## src/rtl/countdown_timer_dp.sv

```systemverilog
// Down-count stopwatch datapath: BCD MM:SS preset and count, 1 Hz prescaler.
// Drives the four BCD display digits and reports count == 00:00 to the FSM.
module countdown_timer_dp #(
   parameter int          TICK_DIV = 100_000_000,
   parameter logic [7:0]  INIT_MIN = 8'h00,
   parameter logic [7:0]  INIT_SEC = 8'h30
) (
   input  logic       clk,
   input  logic       rst_n,
   input  logic       count_enable,
   input  logic       load_enable,
   input  logic       set_mode,
   input  logic       pb_min_inc,
   input  logic       pb_sec_inc,
   output logic       all_zero,
   output logic       tick,
   output logic [3:0] digit3,
   output logic [3:0] digit2,
   output logic [3:0] digit1,
   output logic [3:0] digit0
);

   localparam int PW = (TICK_DIV > 1) ? $clog2(TICK_DIV) : 1;
   localparam logic [PW-1:0] PMAX = PW'(TICK_DIV - 1);

   logic [PW-1:0] presc;
   logic [7:0]    pre_min;
   logic [7:0]    pre_sec;
   logic [7:0]    cnt_min;
   logic [7:0]    cnt_sec;

   function automatic logic [7:0] bcd_inc59(input logic [7:0] v);
      logic [7:0] r;
      if (v == 8'h59)
         r = 8'h00;
      else if (v[3:0] == 4'h9)
         r = {v[7:4] + 4'd1, 4'h0};
      else
         r = {v[7:4], v[3:0] + 4'd1};
      return r;
   endfunction

   // 00 wraps to 59; only reached for seconds, minutes are nonzero on borrow
   function automatic logic [7:0] bcd_dec59(input logic [7:0] v);
      logic [7:0] r;
      if (v[3:0] != 4'h0)
         r = {v[7:4], v[3:0] - 4'd1};
      else if (v[7:4] != 4'h0)
         r = {v[7:4] - 4'd1, 4'h9};
      else
         r = 8'h59;
      return r;
   endfunction

   assign tick     = (presc == PMAX);
   assign all_zero = (cnt_min == 8'h00) && (cnt_sec == 8'h00);

   always_ff @(posedge clk or negedge rst_n) begin
      if (!rst_n)
         presc <= '0;
      else if (load_enable || !count_enable || tick)
         presc <= '0;
      else
         presc <= presc + PW'(1);
   end

   always_ff @(posedge clk or negedge rst_n) begin
      if (!rst_n) begin
         pre_min <= INIT_MIN;
         pre_sec <= INIT_SEC;
      end else if (set_mode) begin
         if (pb_sec_inc)
            pre_sec <= bcd_inc59(pre_sec);
         if (pb_min_inc)
            pre_min <= bcd_inc59(pre_min);
      end
   end

   always_ff @(posedge clk or negedge rst_n) begin
      if (!rst_n) begin
         cnt_min <= INIT_MIN;
         cnt_sec <= INIT_SEC;
      end else if (load_enable) begin
         cnt_min <= pre_min;
         cnt_sec <= pre_sec;
      end else if (tick && !all_zero) begin
         cnt_sec <= bcd_dec59(cnt_sec);
         if (cnt_sec == 8'h00)
            cnt_min <= bcd_dec59(cnt_min);
      end
   end

   assign {digit3, digit2} = set_mode ? pre_min : cnt_min;
   assign {digit1, digit0} = set_mode ? pre_sec : cnt_sec;

endmodule
```

## config.mk

```make
export PLATFORM = sky130hd
export DESIGN_NAME = countdown_timer_dp
export DESIGN_NICKNAME = d
export VERILOG_FILES = /design/src/rtl/countdown_timer_dp.sv
export SDC_FILE = /design/constraint.sdc
export NUM_CORES = 1
export LEC_CHECK = 0
export ABC_AREA = 1
export BUFFER_PORTS_ARGS = -buffer_cell sky130_fd_sc_hd__buf_2
export CAP_MARGIN = 20
export CELL_PAD_IN_SITES_DETAIL_PLACEMENT = 1
export CELL_PAD_IN_SITES_GLOBAL_PLACEMENT = 1
export CORE_MARGIN = 3
export CORE_UTILIZATION = 40
export DETAILED_ROUTE_END_ITERATION = 16
export PLACE_DENSITY_LB_ADDON = 0.1
export SLEW_MARGIN = 20
export SYNTH_ARGS = -nofsm -noshare
export SYNTH_HDL_FRONTEND = slang
export SYNTH_SLANG_ARGS = --single-unit
export TNS_END_PERCENT = 1
```

## constraint.sdc

```tcl
create_clock -name clk -period 1.8 [get_ports clk]
set_input_delay 0.09 -clock clk [delete_from_list [all_inputs] [get_ports clk]]
set_output_delay 0.09 -clock clk [all_outputs]
set_load 0.005 [all_outputs]
```

==> results.py, run 1 <==
metrics = {
    "status": {
        "status": "finished, final reports clean",
    },
    "pwr": {
        "irDropWorstVdd_uv": 464.4,
        "finalPower_uw": 4531,
        "power.density_nw_per_um2": 1039,
        "leakage_uw": 0.002020,
    },
    "synth": {
        "synthCells": 520,
        "synth_largest_area_cell": "dfrtp_1",
        "synth_commonest_cells": "nand2_1, nor2_1, inv_1, dfrtp_1, o21ai_0",
        "synthTopCellsByArea": "dfrtp_1, nand2_1, nor2_1",
        "synthFlopType": "dfrtp_1",
        "synth_cell_types": 34,
        "synth-seq-cells": 59,
        "ys_seq_area_share_pct": 39.56,
        "synth_area_per_cell_sq_um": 7.202,
        "post-synth-top-count-cell": "nand2_1",
        "synth_edf_count": 0,
        "syn-cell-area_sq_um": 3745,
        "synth_fp_nets": 538,
        "netlist.area_leader.share_pct": 36.75,
        "yosys_warnings": 0,
        "ys_async_sr_fraction_pct": 100.0,
    },
    "timing": {
        "relSlewSlack_pct": 74.14,
        "fin_ws_ns": 0.07356,
        "hold_ws_ns": 0.1545,
        "min_period_over_period_pct": 95.91,
        "rsz0062_at_grt": "true",
        "setup_viol": 0,
        "hold_violations": 0,
        "worst_pin_slew_ns": 0.3850,
        "drv_slew": 0,
        "skew_ns": 0.008827,
        "max_freq_mhz": 579.2,
        "period_needed_ns": 1.726,
    },
    "worst_setup_path": {
        "reg2reg_from": "presc[1]",
        "path_common_cell": "nor2_2",
        "critical_path_arrival_ns": 1.64,
        "start_kind": "flip-flop",
        "path_buf_inv": 1,
        "path_class": "flip-flop to output port",
        "cp_top_family": "simple AND/OR/NAND/NOR gates",
        "rr_endpoint": "cnt_min[5]",
        "r2r_slack_ns": 0.14,
        "crit_chain": "ha_4 > nand3_4 > nor2_2 > nand2_1 > nor2_2 > buf_2",
        "required_ns": 1.71,
        "cp-end-kind": "output port",
        "cp_max_fo": 5,
        "critPathSlowestCell": "dfrtp_1",
        "reg2reg_depth": 8,
        "critPathMaxStageDelay_ns": 0.41,
    },
    "hold_path": {
        "hold_path_depth": 4,
        "hold_end": "pre_min[2]",
        "holdCritPathClass": "input port to flip-flop",
        "hold_start": "pb_min_inc",
    },
    "routing": {
        "avgRoutedWirePerCell_um": 15.00,
        "first_iter_violations": 98,
        "drt-pass1-iter-count": 4,
        "wl_mm": 10.14,
        "drc": 0,
        "vias_per_cell": 5.256,
        "ant_nets": 0,
        "vias": 3553,
    },
    "cts": {
        "cts_made_buffers": 9,
        "post_cts_buffers": 0,
        "cts_tree": "yes",
        "clk_pin_slew_worst_paths_ns": 0.08,
        "htreeDepth": 3,
        "clk_latency_ns": 0.35,
        "cts.sinks": 59,
        "cts_buffer_depth": 2,
        "root_buffer": "clkbuf_8",
    },
    "grt": {
        "grt_pass1_vias": 3743,
        "grt_antenna_before_repair": 0,
        "track_usage_pct": 21.52,
        "grt_pass1_wl_mm": 17.73,
        "grt-ovfl-total": 0,
        "grt_start_max_net_pins": 60,
    },
    "floorplanning": {
        "rows": 34,
        "die_area_sq_um": 10560,
        "coreArea_sq_um": 8891,
        "initial_utilization_pct": 42.12,
        "io_pins": 25,
        "die_y_um": 102.8,
        "die_width_um": 102.8,
    },
    "layout": {
        "insertedDiodeCount": 0,
        "syn_to_final_growth_pct": 16.47,
        "final_nets": 582,
        "layout-drive-gt1-share_pct": 16.20,
        "final_cells": 676,
    },
    "place": {
        "gp_congestion": 0.8581,
        "dp_cells": 660,
        "io_buffers": 24,
        "place_ws_ns": -0.003560,
        "dp_hpwl_mm": 7.618,
    },
    "flow_run": {
        "cap_violations": 0,
    },
}
-- area by class of cell --
class / instances / area (sq um)
Fill cell: 1166 / 4529
Multi-Input combinational cell: 377 / 1982
Sequential cell: 59 / 1484
Timing Repair Buffer: 44 / 309.0
Inverter: 73 / 274.0
Clock buffer: 11 / 151.4
Tap cell: 108 / 135.1
Clock inverter: 4 / 26.28
-- how the worst max path moves through the flow --
| stage | slack (ns) | from | cells after the start | endpoint |
|---|---|---|---|---|
| final | 0.07 | presc[1] | 6 | tick |
| after global routing | -0.02 | cnt_min[5] | 7 | all_zero |
| after CTS | 0.02 | presc[23] | 5 | tick |
| after detailed placement | -0.004 | presc[1] | 8 | cnt_min[5] |
| after global placement | 0.02 | presc[1] | 8 | cnt_min[5] |
| after floorplan | 0.23 | cnt_sec[4] | 10 | cnt_min[4] |
-- worst reg2reg max path, cell delays in order (launching register included) --
cell	delay [ns]
dfrtp_1	0.41
ha_4	0.18
nand3_4	0.12
nor2_2	0.13
nand2_1	0.12
nor2_2	0.19
nand4_1	0.21
nand3_1	0.13
nand2_1	0.06
-- layout by cell type, fill, tap and decap left out, types with 2 or more instances in the layout --
| master | instances |
|---|---|
| nor2_2 | 8 |
| o21ai_0 | 40 |
| dfrtp_2 | 2 |
| inv_2 | 2 |
| buf_12 | 2 |
| nand4_1 | 15 |
| inv_1 | 71 |
| clkinv_2 | 2 |
| dfrtp_1 | 53 |
| nand3_2 | 3 |
| a21oi_1 | 13 |
| a22oi_1 | 2 |
| a31oi_1 | 2 |
| nand3_1 | 35 |
| nor2_4 | 3 |
| xnor2_1 | 3 |
| o22ai_1 | 5 |
| nand3b_1 | 2 |
| nand2_1 | 113 |
| dfstp_2 | 4 |
| a211oi_1 | 2 |
| xor2_1 | 17 |
| buf_6 | 3 |
| buf_4 | 14 |
| ha_2 | 2 |
| buf_2 | 24 |
| ha_1 | 8 |
| nor2_1 | 71 |
| clkbuf_8 | 11 |
| nand2_2 | 4 |
| nor3_1 | 17 |
-- sequential cells by signal, indices dropped and copies added (netlist names) --
signal,count
cnt_sec,8
pre_sec,8
presc,27
cnt_min,8
pre_min,8
-- power by group --
part           switching, uW  internal [uW]
clock                    574            565
sequential               310           1620
combinational            857            605
-- layer usage --
metal | wire length, um | GRT usage (%) | up-vias
met5 | 0 | 0 | -
met3 | 207 | 2.639 | 19
met2 | 5059 | 37.74 | 45
met4 | 318 | 10.06 | 0
li1 | - | - | 1756
met1 | 4558 | 26.27 | 1733
-- per-stage QoR --
step / TNS [ns] / instance area, sq um / utilization [%]
floorplan: 0 / 3745 / -
global placement: 0 / 4095 / 46.06
detailed placement: -0.006873 / 4095 / 46.06
CTS: 0 / 4310 / 48.48
global route: -0.02103 / 4362 / 49.06
finish: 0 / 4362 / 49.06
-- kinds of logic (layout without fill, tap and decap cells) --
family,Yosys count,in the layout,synth area share [%]
fa+ha+maj,11,11,3.675
buf+inv,84,132,9.255
flops,59,59,39.56
simple gates,276,276,32.14
xor+xnor,20,20,4.678
compound gates,70,70,10.69
-- what timing repair did --
item	CTS	global route
gates resized for setup	5	16
hold buffers	1	0
endpoints found under the hold margin	55	0
setup endpoints to repair	5	18
pin swaps	1	2
Power figures use the tool's default switching activity.
==> inputs of run 2 (changes only) <==
ABC_AREA = unset   (was 1)
==> results.py, run 2 <==
metrics = {
    "status": {
        "status": "complete, but fails checks",
        "violations": "setup timing",
    },
    "cts": {
        "clk_pin_slew_worst_paths_ns": 0.07,
        "cts_tree": "yes",
        "clk_latency_ns": 0.33,
        "cts_buffer_depth": 2,
        "htreeDepth": 3,
        "cts.sinks": 59,
        "root_buffer": "clkbuf_8",
        "cts_made_buffers": 9,
    },
    "synth": {
        "synthFlopType": "dfrtp_1",
        "ys_async_sr_fraction_pct": 100.0,
        "synth_area_per_cell_sq_um": 9.235,
        "synth_edf_count": 0,
        "yosys_warnings": 0,
        "synth_fp_nets": 391,
        "synthCells": 373,
        "post-synth-top-count-cell": "dfrtp_1",
        "syn-cell-area_sq_um": 3445,
        "synth_commonest_cells": "dfrtp_1, nor2_1, nand2_1, o21ai_0, xnor2_1",
        "synth_largest_area_cell": "dfrtp_1",
        "synth-seq-cells": 59,
        "ys_seq_area_share_pct": 43.01,
        "synthTopCellsByArea": "dfrtp_1, xnor2_1, nor2_1",
        "synth_cell_types": 52,
        "netlist.area_leader.share_pct": 39.96,
    },
    "routing": {
        "first_iter_violations": 60,
        "drc": 0,
        "drt-pass1-iter-count": 4,
        "ant_nets": 0,
        "vias": 3250,
        "wl_mm": 9.947,
        "avgRoutedWirePerCell_um": 16.72,
        "vias_per_cell": 5.462,
    },
    "layout": {
        "seqCellArea_sq_um": 1481,
        "nFillCells": 945,
        "regMostFlops": "presc",
        "syn_to_final_growth_pct": 36.51,
        "final_common_cell": "buf_4",
        "largest_register_ffs": 27,
        "final_cell_mix": "buf_4, dfrtp_1, nor2_1",
        "layout-drive-gt1-share_pct": 37.76,
        "multiInputGateArea_sq_um": 1993,
        "finalInstanceArea_sq_um": 4702,
        "final_cells": 595,
        "insertedDiodeCount": 0,
        "final_nets": 504,
    },
    "worst_setup_path": {
        "cp-end-kind": "output port",
        "path_class": "flip-flop to output port",
        "cp_max_fo": 2,
        "critical_path_arrival_ns": 1.87,
        "required_ns": 1.71,
        "start_kind": "flip-flop",
    },
    "place": {
        "gp_congestion": 0.8154,
        "dp_cells": 572,
        "dp_hpwl_mm": 7.098,
        "io_buffers": 24,
        "place_area_sq_um": 4285,
    },
    "pwr": {
        "leakage_uw": 0.002108,
        "power.density_nw_per_um2": 1027,
        "irDropWorstVdd_uv": 629.5,
        "finalPower_uw": 4827,
    },
    "grt": {
        "grt_pass1_vias": 3504,
        "grt_start_max_net_pins": 28,
        "grt-ovfl-total": 0,
        "grt-busiest-layer": "met2",
        "grt_util_met2_pct": 36.11,
        "grt_antenna_before_repair": 0,
        "grtUsageMet3_pct": 3.043,
        "grt_pass1_wl_mm": 17.20,
        "grt_util_met1_pct": 28.81,
        "track_usage_pct": 21.71,
    },
    "timing": {
        "hold_violations": 0,
        "skew_ns": 0.006005,
        "relSlewSlack_pct": 62.06,
        "fin_setup_tns_ns": -1.561,
        "period_needed_ns": 1.964,
        "fin_ws_ns": -0.1643,
        "drv_slew": 0,
        "setup_viol": 16,
        "min_period_over_period_pct": 109.1,
        "rsz0062_at_grt": "true",
        "worst_pin_slew_ns": 0.5691,
        "max_freq_mhz": 509.1,
    },
    "floorplanning": {
        "die_area_sq_um": 9760,
        "die_width_um": 98.80,
        "rows": 33,
        "io_pins": 25,
        "initial_utilization_pct": 41.50,
        "coreArea_sq_um": 8299,
        "die_y_um": 98.80,
    },
    "flow_run": {
        "cap_violations": 0,
    },
    "hold_path": {
        "holdCritPathClass": "input port to flip-flop",
    },
}
==> run 2: cell count changes after synthesis, sizes merged, moves of 6 or more <==
cell / previous run / this run
o21ai: 41 / 24
xor2: 17 / 11
nand3: 39 / 18
nand2: 118 / 39
xnor2: 3 / 19
nor4: 0 / 12
nor2: 82 / 43
nand4: 15 / 9
mux2: 0 / 11
or4: 0 / 6
inv: 73 / 16
o31ai: 0 / 6
==> run 2: per-layer routing <==
metal / share of wire (%) / vias up
li1: - / 1553
met1: 46 / 1638
met2: 50 / 46
met3: 2.7 / 13
met4: 1.3 / 0
met5: 0 / -
==> run 2: final cells by class <==
type / instances / area share (%)
Tap cell: 105 / 2.794
Clock inverter: 2 / 0.2129
Sequential cell: 59 / 31.51
Inverter: 18 / 1.464
Multi-Input combinational cell: 282 / 42.39
Timing Repair Buffer: 116 / 18.04
Clock buffer: 13 / 3.592
==> run 2: power breakdown <==
part           internal, uW  total (uW)  switching [uW]
sequential             1600        1890             285
clock                   601        1110             513
combinational           938        1830             888
total                  3140        4830            1690
==> run 2: repair_timing <==
item,4_1_cts,5_1_grt
hold buffers,1,0
hold endpoints to repair,16,0
pin swaps,7,3
endpoints found under the setup margin,44,48
cloned,0,0
gates resized for setup,25,16
setup buffers,6,1
==> run 2: cell families after synthesis <==
| group | count (synthesis) | share of synthesized area [%] |
|---|---|---|
| AO/OA/AOI/OAI | 62 | 11.59 |
| XOR/XNOR | 30 | 7.628 |
| adder cells (fa/ha/maj) | 11 | 3.996 |
| buffers and inverters | 32 | 4.504 |
| flip-flops | 59 | 43.01 |
| multiplexers | 11 | 3.596 |
| AND/OR/NAND/NOR | 168 | 25.68 |
==> run 2: worst paths after layout <==
| kind | start | end | slack, ns | cells past startpoint |
|---|---|---|---|---|
| worst max-delay path | cnt_min[4] | all_zero | -0.16 | 6 |
| worst min-delay path | load_enable | cnt_min[1] | 0.11 | 2 |
| worst max register to register | cnt_min[4] | cnt_sec[4] | -0.15 | 9 |
| worst min register to register | presc[0] | presc[0] | 0.53 | 2 |
| max in group asynchronous | rst_n | presc[11] | 0.91 | 3 |
| min in group asynchronous | rst_n | presc[22] | 0.28 | 2 |
==> run 2: through the flow <==
| stage | hold WS [ns] | setup WS, ns | util [%] |
|---|---|---|---|
| after floorplan | -0.2056 | -0.1791 | - |
| after global placement | 0.1207 | -0.1317 | 51.64 |
| after detailed placement | 0.1199 | -0.2258 | 51.64 |
| after CTS | 0.08784 | -0.1799 | 55.57 |
| after global routing | 0.1163 | -0.2452 | 56.66 |
| final | 0.1051 | -0.1643 | 56.66 |
==> run 2: critical path, cell delays in order (launching register included) <==
cell	delay, ns
dfrtp_1	0.39
inv_2	0.09
ha_4	0.14
or3b_4	0.39
nor4_4	0.28
buf_4	0.16
buf_6	0.09
